[config.mk]
export PLATFORM = sky130hd
export DESIGN_NAME = xm_mem_interface_flat
export DESIGN_NICKNAME = d
export VERILOG_FILES = /design/src/rtl/xm_mem_interface_if.sv /design/src/rtl/xm_mem_interface.sv /design/src/flat_wrapper.sv
export SDC_FILE = /design/constraint.sdc
export NUM_CORES = 1
export LEC_CHECK = 0
export CORE_MARGIN = 1.5
export CORE_UTILIZATION = 46
export DETAILED_ROUTE_END_ITERATION = 7
export PLACE_DENSITY = 0.77
export SLEW_MARGIN = 20
export SYNTH_ARGS = -nofsm -noshare
export SYNTH_HDL_FRONTEND = slang
export SYNTH_SLANG_ARGS = --single-unit
[constraint.sdc]
create_clock -name clk_i -period 2.6 [get_ports clk_i]
set_input_delay 0.26 -clock clk_i [delete_from_list [all_inputs] [get_ports clk_i]]
set_output_delay 0.26 -clock clk_i [all_outputs]
set_load 0.005 [all_outputs]
[src/rtl/xm_mem_interface_if.sv]
// Bus bundle between the controller, xm_mem_interface and the external 16-bit memory.
// The master modport is the side that drives requests and also models the memory.
interface xm_mem_interface_if #(parameter int WORD = 16);
    logic            memEn_i;
    logic            memRW_i;
    logic            byteOp_i;
    logic [WORD-1:0] adr_i;
    logic [WORD-1:0] wdata_i;
    logic            memBusy_o;
    logic [WORD-1:0] rdata_o;
    logic            fault_o;
    logic [1:0]      faultCode_o;
    logic            ext_cs_o;
    logic            ext_we_o;
    logic [1:0]      ext_be_o;
    logic [WORD-2:0] ext_adr_o;
    logic [WORD-1:0] ext_wdata_o;
    logic [WORD-1:0] ext_rdata_i;
    logic            ext_rdy_i;

    modport slave (
        input  memEn_i, memRW_i, byteOp_i, adr_i, wdata_i, ext_rdata_i, ext_rdy_i,
        output memBusy_o, rdata_o, fault_o, faultCode_o,
               ext_cs_o, ext_we_o, ext_be_o, ext_adr_o, ext_wdata_o
    );

    modport master (
        output memEn_i, memRW_i, byteOp_i, adr_i, wdata_i, ext_rdata_i, ext_rdy_i,
        input  memBusy_o, rdata_o, fault_o, faultCode_o,
               ext_cs_o, ext_we_o, ext_be_o, ext_adr_o, ext_wdata_o
    );
endinterface

[src/rtl/xm_mem_interface.sv]
// Single-request memory access unit: byte/word accesses to a 16-bit little-endian
// port with wait states, external ready, misalignment and timeout faults.
module xm_mem_interface #(
    parameter int WORD        = 16,
    parameter int WAIT_STATES = 1,
    parameter int TIMEOUT     = 15
) (
    input  logic                    clk_i,
    input  logic                    arst_i,
    xm_mem_interface_if.slave       bus,
    output logic [1:0]              dbg_state_o
);

    // Handshake: a request is taken when memEn_i is high at a posedge in IDLE;
    // memBusy_o stays high until the completion/abort edge, and memEn_i is
    // ignored while busy and on the completion edge itself (no queueing).
    typedef enum logic [1:0] {IDLE = 2'd0, ACCESS = 2'd1, FAULT = 2'd2} state_t;

    state_t          state_q, state_d;
    logic [3:0]      wait_q, wait_d;
    logic [7:0]      to_q, to_d;
    logic            rw_q, rw_d;
    logic            byte_q, byte_d;
    logic            odd_q, odd_d;
    logic            busy_q, busy_d;
    logic [WORD-1:0] rdata_q, rdata_d;
    logic            fault_q, fault_d;
    logic [1:0]      code_q, code_d;
    logic            cs_q, cs_d;
    logic            we_q, we_d;
    logic [1:0]      be_q, be_d;
    logic [WORD-2:0] adr_q, adr_d;
    logic [WORD-1:0] wdata_q, wdata_d;

    always_comb begin
        state_d = state_q;
        wait_d  = wait_q;
        to_d    = to_q;
        rw_d    = rw_q;
        byte_d  = byte_q;
        odd_d   = odd_q;
        busy_d  = busy_q;
        rdata_d = rdata_q;
        fault_d = 1'b0;
        code_d  = code_q;
        cs_d    = cs_q;
        we_d    = we_q;
        be_d    = be_q;
        adr_d   = adr_q;
        wdata_d = wdata_q;
        case (state_q)
            IDLE: begin
                if (bus.memEn_i) begin
                    rw_d   = bus.memRW_i;
                    byte_d = bus.byteOp_i;
                    odd_d  = bus.adr_i[0];
                    busy_d = 1'b1;
                    if (!bus.byteOp_i && bus.adr_i[0]) begin
                        state_d = FAULT;
                    end else begin
                        state_d = ACCESS;
                        cs_d    = 1'b1;
                        we_d    = bus.memRW_i;
                        wait_d  = 4'(WAIT_STATES);
                        to_d    = 8'(TIMEOUT);
                        code_d  = 2'b00;
                        adr_d   = bus.adr_i[WORD-1:1];
                        if (bus.byteOp_i) begin
                            be_d    = bus.adr_i[0] ? 2'b10 : 2'b01;
                            wdata_d = {(WORD/8){bus.wdata_i[7:0]}};
                        end else begin
                            be_d    = 2'b11;
                            wdata_d = bus.wdata_i;
                        end
                    end
                end
            end
            ACCESS: begin
                if (wait_q != 4'd0) begin
                    wait_d = wait_q - 4'd1;
                end else if (bus.ext_rdy_i) begin
                    if (!rw_q) begin
                        if (byte_q)
                            rdata_d = {{(WORD-8){1'b0}},
                                       odd_q ? bus.ext_rdata_i[15:8] : bus.ext_rdata_i[7:0]};
                        else
                            rdata_d = bus.ext_rdata_i;
                    end
                    busy_d  = 1'b0;
                    cs_d    = 1'b0;
                    we_d    = 1'b0;
                    state_d = IDLE;
                end else begin
                    // Abort on the edge where the timeout counter reaches zero.
                    to_d = to_q - 8'd1;
                    if (to_q == 8'd1) begin
                        fault_d = 1'b1;
                        code_d  = 2'b10;
                        busy_d  = 1'b0;
                        cs_d    = 1'b0;
                        we_d    = 1'b0;
                        state_d = IDLE;
                    end
                end
            end
            FAULT: begin
                fault_d = 1'b1;
                code_d  = 2'b01;
                busy_d  = 1'b0;
                state_d = IDLE;
            end
            default: state_d = IDLE;
        endcase
    end

    always_ff @(posedge clk_i or negedge arst_i) begin
        if (!arst_i) begin
            state_q <= IDLE;
            wait_q  <= '0;
            to_q    <= '0;
            rw_q    <= 1'b0;
            byte_q  <= 1'b0;
            odd_q   <= 1'b0;
            busy_q  <= 1'b0;
            rdata_q <= '0;
            fault_q <= 1'b0;
            code_q  <= 2'b00;
            cs_q    <= 1'b0;
            we_q    <= 1'b0;
            be_q    <= 2'b00;
            adr_q   <= '0;
            wdata_q <= '0;
        end else begin
            state_q <= state_d;
            wait_q  <= wait_d;
            to_q    <= to_d;
            rw_q    <= rw_d;
            byte_q  <= byte_d;
            odd_q   <= odd_d;
            busy_q  <= busy_d;
            rdata_q <= rdata_d;
            fault_q <= fault_d;
            code_q  <= code_d;
            cs_q    <= cs_d;
            we_q    <= we_d;
            be_q    <= be_d;
            adr_q   <= adr_d;
            wdata_q <= wdata_d;
        end
    end

    assign bus.memBusy_o   = busy_q;
    assign bus.rdata_o     = rdata_q;
    assign bus.fault_o     = fault_q;
    assign bus.faultCode_o = code_q;
    assign bus.ext_cs_o    = cs_q;
    assign bus.ext_we_o    = we_q;
    assign bus.ext_be_o    = be_q;
    assign bus.ext_adr_o   = adr_q;
    assign bus.ext_wdata_o = wdata_q;
    assign dbg_state_o     = state_q;

endmodule

[src/flat_wrapper.sv]
// flat-port wrapper written by rule: the top's interface ports become plain ports
module xm_mem_interface_flat 
#(
    parameter int WORD        = 16,
    parameter int WAIT_STATES = 1,
    parameter int TIMEOUT     = 15
)
  (clk_i, arst_i, dbg_state_o, bus_memEn_i, bus_memRW_i, bus_byteOp_i, bus_adr_i, bus_wdata_i, bus_ext_rdata_i, bus_ext_rdy_i, bus_memBusy_o, bus_rdata_o, bus_fault_o, bus_faultCode_o, bus_ext_cs_o, bus_ext_we_o, bus_ext_be_o, bus_ext_adr_o, bus_ext_wdata_o);
  xm_mem_interface_if #(.WORD(WORD)) bus_i ();
  input  logic clk_i;
  input  logic arst_i;
  output logic [1:0] dbg_state_o;
  input wire logic [$bits(bus_i.memEn_i)-1:0] bus_memEn_i;
  input wire logic [$bits(bus_i.memRW_i)-1:0] bus_memRW_i;
  input wire logic [$bits(bus_i.byteOp_i)-1:0] bus_byteOp_i;
  input wire logic [$bits(bus_i.adr_i)-1:0] bus_adr_i;
  input wire logic [$bits(bus_i.wdata_i)-1:0] bus_wdata_i;
  input wire logic [$bits(bus_i.ext_rdata_i)-1:0] bus_ext_rdata_i;
  input wire logic [$bits(bus_i.ext_rdy_i)-1:0] bus_ext_rdy_i;
  output wire logic [$bits(bus_i.memBusy_o)-1:0] bus_memBusy_o;
  output wire logic [$bits(bus_i.rdata_o)-1:0] bus_rdata_o;
  output wire logic [$bits(bus_i.fault_o)-1:0] bus_fault_o;
  output wire logic [$bits(bus_i.faultCode_o)-1:0] bus_faultCode_o;
  output wire logic [$bits(bus_i.ext_cs_o)-1:0] bus_ext_cs_o;
  output wire logic [$bits(bus_i.ext_we_o)-1:0] bus_ext_we_o;
  output wire logic [$bits(bus_i.ext_be_o)-1:0] bus_ext_be_o;
  output wire logic [$bits(bus_i.ext_adr_o)-1:0] bus_ext_adr_o;
  output wire logic [$bits(bus_i.ext_wdata_o)-1:0] bus_ext_wdata_o;
  assign bus_i.memEn_i = bus_memEn_i;
  assign bus_i.memRW_i = bus_memRW_i;
  assign bus_i.byteOp_i = bus_byteOp_i;
  assign bus_i.adr_i = bus_adr_i;
  assign bus_i.wdata_i = bus_wdata_i;
  assign bus_i.ext_rdata_i = bus_ext_rdata_i;
  assign bus_i.ext_rdy_i = bus_ext_rdy_i;
  assign bus_memBusy_o = bus_i.memBusy_o;
  assign bus_rdata_o = bus_i.rdata_o;
  assign bus_fault_o = bus_i.fault_o;
  assign bus_faultCode_o = bus_i.faultCode_o;
  assign bus_ext_cs_o = bus_i.ext_cs_o;
  assign bus_ext_we_o = bus_i.ext_we_o;
  assign bus_ext_be_o = bus_i.ext_be_o;
  assign bus_ext_adr_o = bus_i.ext_adr_o;
  assign bus_ext_wdata_o = bus_i.ext_wdata_o;
  xm_mem_interface #(.WORD(WORD), .WAIT_STATES(WAIT_STATES), .TIMEOUT(TIMEOUT)) u_core (.clk_i(clk_i), .arst_i(arst_i), .bus(bus_i), .dbg_state_o(dbg_state_o));
endmodule
==> qor.yml <==
fillers: 523
pwr-share-seq: 0.381
crit_fanout: 9
grt_remaining_overflow: 0
min_period_ps: 2363
grt_pass1_wl_mm: 13.11
synth_edf_count: 0
synthArstFlopShare: 1.000
dr.pass1.iters: 4
num-nets-final: 478
start_util: 0.4829
core.rowCount: 30
htreeDepth: 3
path_cells: "inv_1 -> ha_1 -> or3b_2 -> buf_4 -> o21ai_1 -> nand2_1 -> o31ai_1"
ir_drop_v: 0.0007430
coreArea_um2: 6869
globalplace.congestion: 0.8588
clk_latency_ps: 340
vias: 2711
slowest_delay_ps: 460
use_met3: 0.04336
required_ps: 2850
cp_top_family: "compound AO/OA/AOI/OAI gates"
syn-num-nets: 362
clock_skew_ps: 9.343
end_kind: "flop"
placed_cells: 499
hold_violations: 0
arrival_ps: 2610
clockPowerShare: 0.179
routed_wl_mm: 8.206
post_synth.cell_area_avg_um2: 11.09
cts_root_buf: "clkbuf_8"
setup_tns_ps: 0
leakage_nw: 2.096
io_pins: 111
cpMaxStageDelayCell: "or3b_2"
hpwl_mm: 5.944
ys_warn_count: 0
setup_violations: 0
fmax_mhz: 423.1
met1_usage: 0.2865
synth_top_cell_by_area: "dfrtp_1"
slew_violations: 0
rsz0062_at_grt: "false"
cts_sinks: 72
die_x_um: 87.92
cts_tree: "yes"
drt_iter0_markers: 178
cts_setup_buffers: 0
use_met2: 0.3567
outcome: "completed"
min_period_over_period: 0.9090
worstMarginPinSlew_ps: 1068
clkSlewWorstSetupHoldPaths_ps: 70
cap_violations: 0
synth_top_cells_by_count: "72 x dfrtp_1, 46 x nand2_1, 24 x mux2_1, 18 x mux2i_1, 14 x o21ai_1"
ys_ff_latch: 72
critical_path_class: "flop to flop"
numCtsBuffers: 9
grt_use_total: 0.2222
switching_share: 0.3320
viasPerCell: 5.254
yosysUniqueCellTypes: 47
yosysTopAreaCellShare: 0.5432
wire_per_inst_um: 15.90
fin_cells: 516
hp-class: "flop to flop"
synth.most_common_cell: "dfrtp_1"
relSlewSlack: 0.2865
p_sw_mw: 1.630
drtAntennaViolNets: 0
crit_buf_inv: 2
drive_above_1_share: 0.07381
synthFlopType: "dfrtp_1"
drc: 0
p_int_mw: 3.280
clockBufferDepth: 2
die_area_um2: 7729
pwr-share-comb: 0.439
die_h_um: 87.92
synth-seq-area-share: 0.5432
diodes: 0
io_buffers: 110
grt_max_degree: 46
antenna_found_initial: 0
powerDensity_nw_per_um2: 1032
synthCells: 299
grt_pass1_vias: 2682
worst_setup_path_start_kind: "flop"
netlist_area_um2: 3317
top_usage_layer: "met2"
yosys-top-cells-area: "dfrtp_1 54%, mux2_1 8.1%, mux2i_1 5.4%"
syn_to_final_growth_pct: 43.49
[area by class of cell]
class,count,area (um2),share of cell area
Sequential cell,72,1802,0.3785
Multi-Input combinational cell,203,1428,0.2999
Timing Repair Buffer,118,1171,0.2461
Clock buffer,11,141.4,0.02971
Tap cell,96,120.1,0.02524
Clock inverter,5,56.30,0.01183
Inverter,11,41.29,0.008675
[worst min-delay path, stage by stage, from the launching register on]
cell	delay (ps)
dfrtp_1	340
nand2_1	50
nand2_1	50
[registers in the layout (all words and copies together) (netlist names)]
register,count
u_core.bus.ext_we_o,1
u_core.dbg_state_o,2
u_core.bus.faultCode_o,2
u_core.bus.ext_adr_o,15
u_core.wait_q,4
u_core.bus.ext_be_o,2
u_core.bus.ext_wdata_o,16
u_core.bus.fault_o,1
u_core.bus.memBusy_o,1
u_core.bus.ext_cs_o,1
u_core.odd_q,1
u_core.bus.rdata_o,16
u_core.to_q,8
u_core.byte_q,1
u_core.rw_q,1
[metal layers]
layer,up-vias,share of wire
met5,-,0
met4,0,0.029
met3,17,0.049
met2,90,0.50
met1,1309,0.43
li1,1295,-
[power by group through the flow]
stage | logic (mW) | registers [mW] | clock network (mW)
after floorplan | 0.924 | 1.88 | 0
after global placement | 2.11 | 1.87 | 0
after detailed placement | 2.15 | 1.89 | 0
after CTS | 2.18 | 1.88 | 0.897
after global routing | 2.36 | 1.94 | 0.955
final | 2.16 | 1.87 | 0.880
[worst paths after layout]
check                                            start                   endpoint  slack (ps)  cells past startpoint
max in group asynchronous                       arst_i             u_core.to_q[1]        1460                      3
worst min-delay path            u_core.bus.rdata_o[13]     u_core.bus.rdata_o[13]         470                      2
worst max register to register        u_core.wait_q[0]             u_core.to_q[5]         240                      7
min in group asynchronous                       arst_i  u_core.bus.faultCode_o[1]         480                      2
worst min register to register  u_core.bus.rdata_o[13]     u_core.bus.rdata_o[13]         470                      2
worst max-delay path                  u_core.wait_q[0]             u_core.to_q[5]         240                      7
[timing repair]
| item | 4_1_cts | 5_1_grt |
|---|---|---|
| setup endpoints to repair | 0 | 0 |
| hold buffers | 1 | 0 |
| endpoints found under the hold margin | 27 | 0 |
| resized for setup | 0 | 0 |
[stage by stage]
stage | instance area [um2] | utilization | power, mW | worst slack [ps] | hold slack, ps
6_report | 4760 | 0.6929 | 4.910 | 236.7 | 468.5
5_1_grt | 4760 | 0.6929 | 5.247 | 22.79 | 490.9
4_1_cts | 4760 | 0.6929 | 4.949 | 233.6 | 473.4
3_5_place_dp | 4552 | 0.6627 | 4.046 | 255.5 | 318.5
3_3_place_gp | 4552 | 0.6627 | 3.984 | 299.4 | 320.7
2_1_floorplan | 3317 | - | 2.805 | 270.6 | -35.59
[cell usage in the layout, fill, tap and decap left out, types with 3 or more instances in the layout]
cell and count:
o31ai_1 3, clkdlybuf4s50_1 109, dfrtp_1 72, nand2b_1 5, nand3_1 3, a31oi_1 4
mux2i_1 18, nand2_1 46, nor2_1 10, o21ai_1 14, a41oi_1 3, nand3b_1 8
inv_1 10, or4_1 3, mux2_1 24, ha_1 9, a21oi_1 13, buf_4 6
clkbuf_8 10
[kinds of logic (layout without fill, tap and decap cells)]
family                   after synthesis  after routing  share of synthesized area
flip-flops                            72             72                     0.5432
adder cells (fa/ha/maj)                9              9                    0.03395
buffers and inverters                 24            145                    0.02867
AND/OR/NAND/NOR                       94             94                     0.1441
multiplexers                          42             42                     0.1358
AO/OA/AOI/OAI                         58             58                     0.1143
(Power assumes the default switching activity.)
